**src/rtl/pixel_group_collector.sv**
```systemverilog
`default_nettype none
// ============================================================================
// Module      : pixel_group_collector
// Description : Packs a tagged RGB pixel stream into 8-pixel (192-bit) groups
//               and hands them downstream over valid/ready. A fill bank and an
//               output bank give one group of stall slack. Tracks each group's
//               position within the frame and flags address-sequence errors.
// Revision    : 1.0 - initial release
// ============================================================================
module pixel_group_collector #(
    parameter int unsigned GROUPS_PER_FRAME = 38400,
    parameter int unsigned INDEX_W          = 16
) (
    input  logic                 clock,
    input  logic                 neg_reset,
    input  logic                 pix_valid,
    output logic                 pix_ready,
    input  logic [7:0]           red_in,
    input  logic [7:0]           green_in,
    input  logic [7:0]           blue_in,
    input  logic [2:0]           rel_addr,
    output logic                 out_valid,
    input  logic                 out_ready,
    output logic [191:0]         out_data,
    output logic [INDEX_W-1:0]   out_group_index,
    output logic                 out_frame_end,
    input  logic                 clear_error,
    output logic                 seq_error
);

    localparam logic [INDEX_W-1:0] LAST_IDX = INDEX_W'(GROUPS_PER_FRAME - 1);

    typedef enum logic [1:0] {
        ST_EMPTY = 2'd0,   // output bank empty
        ST_ONE   = 2'd1,   // output bank valid, fill bank filling
        ST_FULL  = 2'd2    // output bank valid, fill bank holds a complete group
    } state_t;

    state_t                 state_q;
    logic [7:0][23:0]       fill_q;
    logic [7:0][23:0]       fill_d;
    logic [191:0]           out_data_q;
    logic [INDEX_W-1:0]     out_group_index_q;
    logic                   out_frame_end_q;
    logic [INDEX_W-1:0]     group_ctr_q;
    logic [2:0]             exp_addr_q;
    logic                   seq_error_q;

    logic                   w_accept;
    logic                   w_complete;
    logic                   w_handshake;
    logic                   w_move;

    // Ready depends only on registered state (and reset), never on out_ready.
    assign pix_ready   = (state_q != ST_FULL) && neg_reset;
    assign w_accept    = pix_valid && pix_ready;
    assign w_complete  = w_accept && (rel_addr == 3'd7);
    assign w_handshake = out_valid && out_ready;

    // The fill bank moves to the output bank whenever the output bank is free
    // (empty or being taken this cycle) and a complete group is available.
    assign w_move = ((state_q == ST_EMPTY) && w_complete)
                 || ((state_q == ST_ONE)   && w_complete && w_handshake)
                 || ((state_q == ST_FULL)  && w_handshake);

    // Fill bank contents including the pixel accepted this cycle.
    always_comb begin
        fill_d = fill_q;
        if (w_accept) begin
            fill_d[rel_addr] = {red_in, green_in, blue_in};
        end
    end

    // Controller, fill/output banks, frame position and sequence checking.
    always_ff @(posedge clock or negedge neg_reset) begin
        if (!neg_reset) begin
            state_q           <= ST_EMPTY;
            fill_q            <= '0;
            out_data_q        <= '0;
            out_group_index_q <= '0;
            out_frame_end_q   <= 1'b0;
            group_ctr_q       <= '0;
            exp_addr_q        <= 3'd0;
            seq_error_q       <= 1'b0;
        end else begin
            if (w_accept) begin
                exp_addr_q <= rel_addr + 3'd1;
            end

            // A new error takes priority over a coincident clear.
            if (w_accept && (rel_addr != exp_addr_q)) begin
                seq_error_q <= 1'b1;
            end else if (clear_error) begin
                seq_error_q <= 1'b0;
            end

            // Groups leave the fill bank in completion order, so tagging at
            // the move gives each group the same index as tagging at completion.
            if (w_move) begin
                out_data_q        <= fill_d;
                out_group_index_q <= group_ctr_q;
                out_frame_end_q   <= (group_ctr_q == LAST_IDX);
                group_ctr_q       <= (group_ctr_q == LAST_IDX) ? '0
                                                               : group_ctr_q + INDEX_W'(1);
                fill_q            <= '0;
            end else begin
                fill_q            <= fill_d;
            end

            case (state_q)
                ST_EMPTY: begin
                    if (w_complete) state_q <= ST_ONE;
                end
                ST_ONE: begin
                    if (w_complete && !w_handshake) begin
                        state_q <= ST_FULL;
                    end else if (!w_complete && w_handshake) begin
                        state_q <= ST_EMPTY;
                    end
                end
                ST_FULL: begin
                    if (w_handshake) state_q <= ST_ONE;
                end
                default: state_q <= ST_EMPTY;
            endcase
        end
    end

    assign out_valid       = (state_q != ST_EMPTY);
    assign out_data        = out_data_q;
    assign out_group_index = out_group_index_q;
    assign out_frame_end   = out_frame_end_q;
    assign seq_error       = seq_error_q;

endmodule
`default_nettype wire

```
**config.mk**
```make
export PLATFORM = sky130hd
export DESIGN_NAME = pixel_group_collector
export DESIGN_NICKNAME = d
export VERILOG_FILES = /design/src/rtl/pixel_group_collector.sv
export SDC_FILE = /design/constraint.sdc
export NUM_CORES = 1
export LEC_CHECK = 0
export CORE_ASPECT_RATIO = 2
export CORE_MARGIN = 2
export CORE_UTILIZATION = 49
export CTS_BUF_LIST = sky130_fd_sc_hd__clkbuf_16
export CTS_CLUSTER_SIZE = 16
export DETAILED_ROUTE_END_ITERATION = 8
export PLACE_DENSITY = 0.87
export SLEW_MARGIN = 25
export SYNTH_ARGS = -nofsm -noshare
export SYNTH_HDL_FRONTEND = slang
export SYNTH_SLANG_ARGS = --single-unit
```
**constraint.sdc**
```tcl
create_clock -name clock -period 1.65 [get_ports clock]
set_input_delay 0.33 -clock clock [delete_from_list [all_inputs] [get_ports clock]]
set_output_delay 0.33 -clock clock [all_outputs]
set_load 0.01 [all_outputs]
```
==> reports/results.ini <==
[outcome]
status=finished with violations
violations=hold timing, setup timing

[layout]
final_common_cell=dfrtp_1
final_nets=1864
final_cells=2297
final_layout_size_suffix_gt1_share_pct=28.09
design_area_um2=24510
syn_to_final_growth_pct=45.45
fin_util_pct=71.85
layout_common_cells=dfrtp_1, nor2_1, clkdlybuf4s50_1

[synth]
synth_ff_type=dfrtp_1
ys_ff_latch=423
syn_avg_cell_area_um2=11.51
synthDistinctLibCells=43
syn_area_um2=16850
async_reset_ff_share_pct=100.0
ys.warnings.count=0
syn-num-nets=1499
synth-edff-count=0
postSynthCellCount=1464
ys_seq_area_share_pct=62.82

[timing]
finalSetupViolCount=569
slew_headroom_pct=41.20
whs_ns=-0.01905
fin_crit_ns=1.998
skew_ns=0.01247
fmax_ghz=0.5005
setup_ws_ns=-0.3478
rsz0062_at_grt=yes
worst_slew_pin_slew_ns=0.8820
fin_crit_sh_pct=121.1
hold_violations=16
slew_viol_final=0

[global_route]
grt_pass1_wl_mm=83.03
grt_pass1_vias=13720
overflow=0
grt_use_total_pct=31.22
antenna_found_initial=3
grt_max_degree=184

[setup_path]
crit_top_cell=buf_16
crit_fanout=23
crit_arrival_ns=2.44
path_class=register to register
cp_num_buf_inv=5
critPathTopFamily=buffers and inverters
cp-end-kind=register
worstPathRequired_ns=2.09
slowest_stage=dfrtp_1
slowest_delay_ns=0.44
worstPathCellList=buf_4, nor2b_4, o31ai_4, buf_12, buf_16, buf_16, buf_16, nor2_1, a21oi_1
setup.worst_path.start_class=register

[place]
dp.cells=2137
port_buffers=243
hpwl_mm=31.44
dp_slack_ns=-0.8208
place_area_um2=20170
place_congestion=0.8940

[clock_network]
numCtsBuffers=37
htree_levels=2
insertion_delay_ns=0.54
clk_path_buf_depth=3
root_buffer=clkbuf_16
cts.reportedPaths.clkPinSlew_ns=0.07
clock_sinks=423
cts_tree=yes

[die]
row_count=96
start_util_pct=49.40
die_h_um=266.3
die_width_um=135.1
coreArea_um2=34110
dieArea_um2=35980
io_pins=244

[pwr]
p_comb_share_pct=27.9
p_per_area_nw_per_um2=1310
ir_drop_mv=1.150
switchingPower_w=0.01050
clkPwrFrac_pct=26.3
swShare_pct=32.68
cell_internal_pwr_w=0.02162
seqPwrFrac_pct=45.8
leakage_nw=11.42

[routing]
wl_per_cell_um=26.90
firstDrtPassIters=5
drc=0
vias=13520
final_antenna_net_count=0
viasPerCell=5.886
drtIter0Drc=1012
totalWireLength_mm=61.79

[hold_path]
hold_class=primary input to asynchronous set/reset pin

[run]
cap_viol_max_count=0

-- per-stage QoR --
stage	hold WS (ns)	setup TNS, ns	power, W
final	-0.01905	-101.64	0.03212
after floorplan	0.03441	-2.430	0.01723
after global placement	0.1297	-273.85	0.02168
after CTS	0.04584	-80.91	0.03056
after global routing	0.002258	-123.77	0.03322
after detailed placement	0.1306	-290.42	0.02207
-- cells by family (layout without fill, tap and decap cells) --
logic type,count (synthesis),after routing,share of synthesized area [%]
XOR/XNOR,9,9,0.4677
AND/OR/NAND/NOR,487,487,12.33
flip-flops,423,423,62.82
multiplexers,199,199,11.84
adder cells (fa/ha/maj),3,3,0.2228
other,0,1,0
AO/OA/AOI/OAI,218,218,7.143
buffers and inverters,125,516,5.175
-- routing by layer --
layer	up-vias	global-route usage [%]	part of all wire (%)
li1	5579	-	-
met1	6868	34.23	33
met2	737	52.87	50
met3	333	4.110	6.2
met4	2	26.55	11
met5	-	0	0.024
-- synth_stat cells, types with 5 or more instances --
master	n	share of area, %
dfrtp_1	423	63
nor2_1	391	8.7
mux2i_1	196	12
a21oi_1	178	5.3
buf_2	62	1.8
nand2_1	46	1.0
buf_4	32	1.4
a21oi_2	23	1.2
buf_6	10	0.67
nand3_1	9	0.27
buf_12	8	0.95
o21ai_0	8	0.24
inv_1	5	0.11
xor2_1	5	0.26
-- path summary, 6_finish.rpt --
check                              startpoint            endpoint  slack (ns)  cells past startpoint
max                                state_q[0]       out_data[171]       -0.35                      9
min                                 neg_reset        out_data[91]       -0.02                      3
max reg2reg                        state_q[0]       out_data[171]       -0.35                      9
min reg2reg                out_group_index[6]  out_group_index[6]        0.47                      2
max in group asynchronous           neg_reset         fill_q[159]        0.73                      4
min in group clock                rel_addr[1]       exp_addr_q[1]        0.35                      3
-- power by group through the flow --
stage                     clock, W  combinational [W]  sequential, W
after global routing       0.00885            0.00952         0.0149
final                      0.00843            0.00897         0.0147
after global placement           0            0.00737         0.0143
after detailed placement         0            0.00767         0.0144
after CTS                  0.00832            0.00792         0.0143
after floorplan                  0            0.00263         0.0146
-- cell type report --
| type | count | area, µm² |
|---|---|---|
| well taps | 441 | 551.8 |
| clock buffers | 39 | 975.9 |
| flip-flops and latches | 423 | 10590 |
| repair buffers | 446 | 5527 |
| clock inverters | 26 | 143.9 |
| multi-input cells | 916 | 6700 |
| fillers | 1994 | 9603 |
| inverters | 5 | 18.77 |
| diodes | 1 | 2.502 |
-- sequential cells by signal (all words and copies together), names as in the netlist --
signal           cells
exp_addr_q           3
out_frame_end        1
state_q              2
out_group_index     16
seq_error            1
out_data           192
group_ctr_q         16
fill_q             192
-- tightest hold or removal path, cell delays in order --
cell and delay [ns]:
buf_8 0.11, buf_4 0.17, buf_12 0.30
-- what timing repair did --
item                                    CTS  global route
gates cloned                             30            23
gates resized for setup                 226           255
buffers inserted                         35            10
hold endpoints to repair                  6             0
pin swaps                                10            18
endpoints found under the setup margin  622           578
hold buffers                              3             0
Power figures use the tool's default switching activity.
